$ cat config.mk
export PLATFORM = sky130hd
export DESIGN_NAME = fifo_stream_reader
export DESIGN_NICKNAME = d
export VERILOG_FILES = /design/src/rtl/fifo_stream_reader.sv
export SDC_FILE = /design/constraint.sdc
export NUM_CORES = 1
export LEC_CHECK = 0
export ABC_AREA = 1
export CORE_AREA = 2 2 71 73
export CTS_BUF_LIST = sky130_fd_sc_hd__clkbuf_16
export DETAILED_ROUTE_END_ITERATION = 8
export DIE_AREA = 0 0 73 75
export GPL_ROUTABILITY_DRIVEN = 0
export GPL_TIMING_DRIVEN = 0
export PLACE_DENSITY = 0.88
export RECOVER_POWER = 100
export SYNTH_ARGS = -nofsm -noshare
export SYNTH_HDL_FRONTEND = slang
export SYNTH_SLANG_ARGS = --single-unit
export TNS_END_PERCENT = 5
$ cat constraint.sdc
create_clock -name rd_clk -period 3.2 [get_ports rd_clk]
set_clock_uncertainty 0.05 [all_clocks]
set_input_delay 0.64 -clock rd_clk [delete_from_list [all_inputs] [get_ports rd_clk]]
set_output_delay 0.64 -clock rd_clk [all_outputs]
set_load 0.01 [all_outputs]
$ cat src/rtl/fifo_stream_reader.sv
// ----------------------------------------------------------------------------
// fifo_stream_reader
//
// Read-side consumer for a FIFO with a one-cycle read latency. Words are
// pulled from the FIFO with rd_en and parked in a three-entry circular skid
// buffer. The head of that buffer is presented to the downstream consumer as
// a valid/ready stream.
//
// rd_en depends only on registered state and on the FIFO/control inputs. It
// never looks at out_ready, so there is no combinational path from the
// downstream ready back into the FIFO. Three entries are enough to sustain one
// word per cycle: one word being presented, one in flight from the FIFO, and
// one spare to absorb a stall.
//
// Parameters
//   DATA_WIDTH     width of the FIFO word and of the stream data
//   COUNT_WIDTH    width of the delivered-word counter
//
// Ports
//   rd_clk         single clock; all logic on the rising edge
//   rd_rst         synchronous, active-high reset
//   drain_en       1 = new FIFO reads allowed, 0 = stop issuing rd_en
//   empty          FIFO empty flag
//   fifo_data_out  FIFO read data, valid one cycle after rd_en
//   rd_en          FIFO read strobe
//   out_data       stream data (head of the skid buffer)
//   out_valid      stream valid
//   out_ready      stream ready from downstream
//   rd_count       number of words delivered, wraps silently
// ----------------------------------------------------------------------------
module fifo_stream_reader #(
    parameter int DATA_WIDTH  = 8,
    parameter int COUNT_WIDTH = 16
) (
    input  logic                   rd_clk,
    input  logic                   rd_rst,
    input  logic                   drain_en,
    input  logic                   empty,
    input  logic [DATA_WIDTH-1:0]  fifo_data_out,
    output logic                   rd_en,
    output logic [DATA_WIDTH-1:0]  out_data,
    output logic                   out_valid,
    input  logic                   out_ready,
    output logic [COUNT_WIDTH-1:0] rd_count
);

    // Skid buffer storage and bookkeeping. Pointers run 0,1,2,0,...
    logic [DATA_WIDTH-1:0] skid_mem [0:2];
    logic [1:0]            head;
    logic [1:0]            tail;
    logic [1:0]            occ;
    logic                  inflight;
    logic                  pop;

    // Advance a buffer pointer modulo three.
    function automatic logic [1:0] ptr_inc(input logic [1:0] p);
        return (p == 2'd2) ? 2'd0 : p + 2'd1;
    endfunction

    // A read is only issued when the word it returns is certain to have a
    // slot: the words already stored plus the one already in flight must
    // leave at least one entry free.
    always_comb begin
        rd_en = !rd_rst && drain_en && !empty &&
                (({1'b0, occ} + {2'b00, inflight}) < 3'd3);
    end

    // The stream side is simply the head of the buffer.
    always_comb begin
        out_valid = (occ != 2'd0);
        out_data  = skid_mem[head];
        pop       = out_valid && out_ready;
    end

    // Capture the FIFO word one cycle after its rd_en, retire the head on a
    // handshake. A capture and a pop in the same cycle leave occ unchanged
    // while both pointers move. Reset discards buffered and in-flight words.
    always_ff @(posedge rd_clk) begin
        if (rd_rst) begin
            head     <= 2'd0;
            tail     <= 2'd0;
            occ      <= 2'd0;
            inflight <= 1'b0;
            rd_count <= '0;
            for (int i = 0; i < 3; i++) begin
                skid_mem[i] <= '0;
            end
        end else begin
            inflight <= rd_en;
            if (inflight) begin
                skid_mem[tail] <= fifo_data_out;
                tail           <= ptr_inc(tail);
            end
            if (pop) begin
                head     <= ptr_inc(head);
                rd_count <= rd_count + {{(COUNT_WIDTH-1){1'b0}}, 1'b1};
            end
            occ <= occ + {1'b0, inflight} - {1'b0, pop};
        end
    end

endmodule

==> metrics.log <==
[metrics] Max clock buf depth: 2
[metrics] Slew HR: 0.676
[metrics] setup repair bufs after CTS: 0
[metrics] Mapped Avg Cell Area: 9.26 um2
[metrics] largest cells by area after synthesis: sky130_fd_sc_hd__edfxtp_1, sky130_fd_sc_hd__dfxtp_1, sky130_fd_sc_hd__nor2_1, sky130_fd_sc_hd__nand2_1, sky130_fd_sc_hd__inv_1
[metrics] pins over their slew limit: 0
[metrics] Placement Cell Area: 0.00303 mm2
[metrics] post_cts resized: 0
[metrics] total number of clock tree sinks: 57
[metrics] Post-Syn Nets: 295
[metrics] setup ws final: 273 ps
[metrics] vertical die dimension: 75 um
[metrics] gate count of the mapped netlist: 278
[metrics] DIE AREA: 0.00548 mm2
[metrics] depth of the CTS H-tree: 3
[metrics] CTS buffer count: 9
[metrics] Highest Clock Rate: 342 MHz
[metrics] crit share post-route: 0.915
[metrics] DP HPWL: 3760 um
[metrics] Overall Global Routing Usage: 0.224
[metrics] number of global-route vias before repair: 2044
[metrics] startpoint of the tightest hold check path: rd_count[3]
[metrics] number of vias in the routed layout: 2062
[metrics] simple-gate area share of the yosys netlist: 0.218
[metrics] Vias per Instance: 5.34
[metrics] crit path max fanout: 10
[metrics] worst slack after detailed placement: 452 ps
[metrics] number of buffers inserted for hold repair after clock tree synthesis: 0
[metrics] launch point of the worst reg-to-reg path: occ[1]
[metrics] remaining design rule violation count: 0
[metrics] Critical Path Max Stage Delay: 630 ps
[metrics] Finished Cell Area: 0.00319 mm2
[metrics] GRT Residual Overflow: 0
[metrics] part of the Yosys area used for sequential elements: 0.568
[metrics] Required @ worst endpoint: 2510 ps
[metrics] Netlist Area Pre-Place: 0.00257 mm2
[metrics] # IOs: 39
[metrics] clock-pin slew of the registers on the worst-case setup and hold paths: 40 ps
[metrics] leakage power: 1.34 nW
[metrics] unrepaired setup endpoints after global routing: false
[metrics] die span in x: 73 um
[metrics] Area Growth Syn to Fin: 24.0%
[metrics] row count: 25
[metrics] number of register bits inferred by synthesis: 57
[metrics] largest net degree at the start of global routing: 11
[metrics] max-cap check violation count: 0
[metrics] Min-Delay Path Class: reg2reg
[metrics] Synth Area in XOR/XNOR: 0.00340
[metrics] Initial Util: 0.552
[metrics] 1st-pass router iterations: 4
[metrics] power density over the cells: 641 mW/mm2
[metrics] transition time of the tightest slew-check pin: 486 ps
[metrics] initial antenna violation count: 0
[metrics] fraction of layout instances using a drive strength above 1: 0.0663
[metrics] Yosys warning count: 0
[metrics] final count of hold timing violations: 0
[metrics] CP startpoint kind: register
[metrics] Inserted Diodes: 0
[metrics] CTS root buf: sky130_fd_sc_hd__clkbuf_16
[metrics] fraction of synthesized area in multiplexers: 0
[metrics] Reg2Reg Setup Slack: 1150 ps
[metrics] wire length per cell after detailed routing: 14.1 um
[metrics] ordered list of cells on the worst path: inv_1, clkbuf_1, o21ai_0, o22ai_1, dlygate4sd3_1
[metrics] cell at the slowest stage of the critical path: sky130_fd_sc_hd__dlygate4sd3_1
[metrics] Initial DRC Count: 149
[metrics] adder and majority gate portion of the synthesized area: 0.0194
[metrics] kind of capture point of the worst setup path: output pin
[metrics] Yosys top cell area share: 0.373
[metrics] number of flops mapped to enable cells by yosys: 32
[metrics] placeable core area: 0.00466 mm2
[metrics] TritonCTS clock tree: built
[metrics] flip-flop cell with the highest count after synthesis: sky130_fd_sc_hd__edfxtp_1
[metrics] class of the most critical setup path: reg2out
[metrics] async set-reset flop share out of synthesis: 0
[metrics] number of different library cells in the post-synthesis netlist: 33
[metrics] compound-gate portion of the synthesized area: 0.126
[metrics] clk_lat worst skew: 320 ps
[metrics] number of nets with antenna violations after detailed routing: 0
[metrics] Total Wirelength: 5440 um
[metrics] count of endpoints failing setup in the final report: 0
[metrics] Setup TNS Final: 0 ps
[metrics] count of buffers from port buffering: 37
[metrics] Max IR drop VDD: 330 uV
[metrics] Worst EP arrival: 2240 ps
[metrics] wire length of the first global-routing pass: 9070 um
[metrics] leading area contributor after synthesis: sky130_fd_sc_hd__edfxtp_1
[metrics] combinational family with the most area after synthesis: simple AND/OR/NAND/NOR gates
[metrics] shortest period the worst path allows: 2930 ps
[metrics] final layout net count: 344
[metrics] result of the run: finished, final reports clean
==> state kept, by name (all words and copies together) (netlist names), named ones only <==
register	cells
head	2
occ	2
tail	2
rd_count	16
inflight	1
skid_mem	32
==> where the power goes <==
part / switching [mW] / internal, mW / total (mW) / leakage (nW)
clock: 0.295 / 0.504 / 0.799 / 0.145
sequential: 0.0441 / 0.819 / 0.863 / 0.523
combinational: 0.216 / 0.169 / 0.385 / 0.668
total: 0.555 / 1.49 / 2.05 / 1.34
==> worst max-delay path, delay by kind of cell (launching register included) <==
kind	cells	cell delay [ps]
AOI/OAI and AO/OA	2	310
buffers and inverters	3	1240
DFF	1	370
==> cell type report <==
cell class / count / area [um2]
buffer: 6 / 26.3
clock buffer: 9 / 225
clock inverter: 7 / 28.8
fill: 389 / 1470
inverter: 35 / 131
multi-input combinational: 180 / 877
sequential: 57 / 1460
tap: 54 / 67.6
timing repair buffer: 38 / 374
==> layout by cell type, fill, tap and decap left out, types with 2 or more instances in the layout <==
| cell | netlist | final |
|---|---|---|
| sky130_fd_sc_hd__nor2_1 | 60 | 65 |
| sky130_fd_sc_hd__inv_1 | 32 | 37 |
| sky130_fd_sc_hd__dlygate4sd3_1 | 0 | 34 |
| sky130_fd_sc_hd__nand2_1 | 33 | 33 |
| sky130_fd_sc_hd__edfxtp_1 | 32 | 32 |
| sky130_fd_sc_hd__o21ai_0 | 21 | 25 |
| sky130_fd_sc_hd__dfxtp_1 | 25 | 25 |
| sky130_fd_sc_hd__a21oi_1 | 11 | 11 |
| sky130_fd_sc_hd__nand3_1 | 5 | 10 |
| sky130_fd_sc_hd__clkbuf_16 | 0 | 9 |
| sky130_fd_sc_hd__o22ai_1 | 8 | 8 |
| sky130_fd_sc_hd__clkbuf_1 | 0 | 4 |
| sky130_fd_sc_hd__ha_1 | 4 | 4 |
| sky130_fd_sc_hd__nor2_2 | 5 | 3 |
| sky130_fd_sc_hd__clkdlybuf4s50_1 | 0 | 3 |
| sky130_fd_sc_hd__buf_2 | 4 | 2 |
| sky130_fd_sc_hd__clkinv_1 | 1 | 2 |
| sky130_fd_sc_hd__a2111oi_0 | 2 | 2 |
| sky130_fd_sc_hd__o211a_1 | 2 | 2 |
| sky130_fd_sc_hd__o31ai_1 | 2 | 2 |
| sky130_fd_sc_hd__nand4_1 | 2 | 2 |
| sky130_fd_sc_hd__nor3_1 | 2 | 2 |
| sky130_fd_sc_hd__a211oi_1 | 2 | 2 |
| sky130_fd_sc_hd__clkinv_2 | 0 | 2 |
==> synth_stat cells (all sizes together), types with 4 or more instances <==
cell type,instances
nand2,34
nand3,11
ha,4
dfxtp,25
nor2,69
edfxtp,32
a21oi,12
buf,5
o21ai,26
inv,34
o22ai,8
==> cell families after synthesis <==
family / Yosys count
buf+inv: 41
fa+ha+maj: 4
xor+xnor: 1
compound gates: 56
flops: 57
simple gates: 119
==> stage by stage <==
| step | util | hold slack [ps] | instances | power (mW) |
|---|---|---|---|---|
| floorplan | - | 427 | 278 | 1.11 |
| global placement | 0.646 | 441 | 369 | 1.29 |
| detailed placement | 0.649 | 451 | 370 | 1.31 |
| CTS | 0.704 | 464 | 386 | 2.11 |
| global route | 0.685 | 490 | 386 | 2.16 |
| finish | 0.685 | 463 | 386 | 2.05 |
==> path summary, 6_finish.rpt <==
kind            endpoint  cells after the start
max          out_data[5]                      5
min reg2reg  rd_count[3]                      2
max reg2reg       occ[1]                      9
min          rd_count[3]                      2
==> metal layers <==
metal	share of wire	up-vias	routed length (um)	global-route usage
met3	0.049	7	266	0.0817
met4	0.0057	0	31	0.0823
met5	0	-	0	0
met1	0.43	950	2360	0.255
li1	-	1039	-	-
met2	0.51	66	2780	0.389
Note: power is estimated with default switching activity, not from simulation.
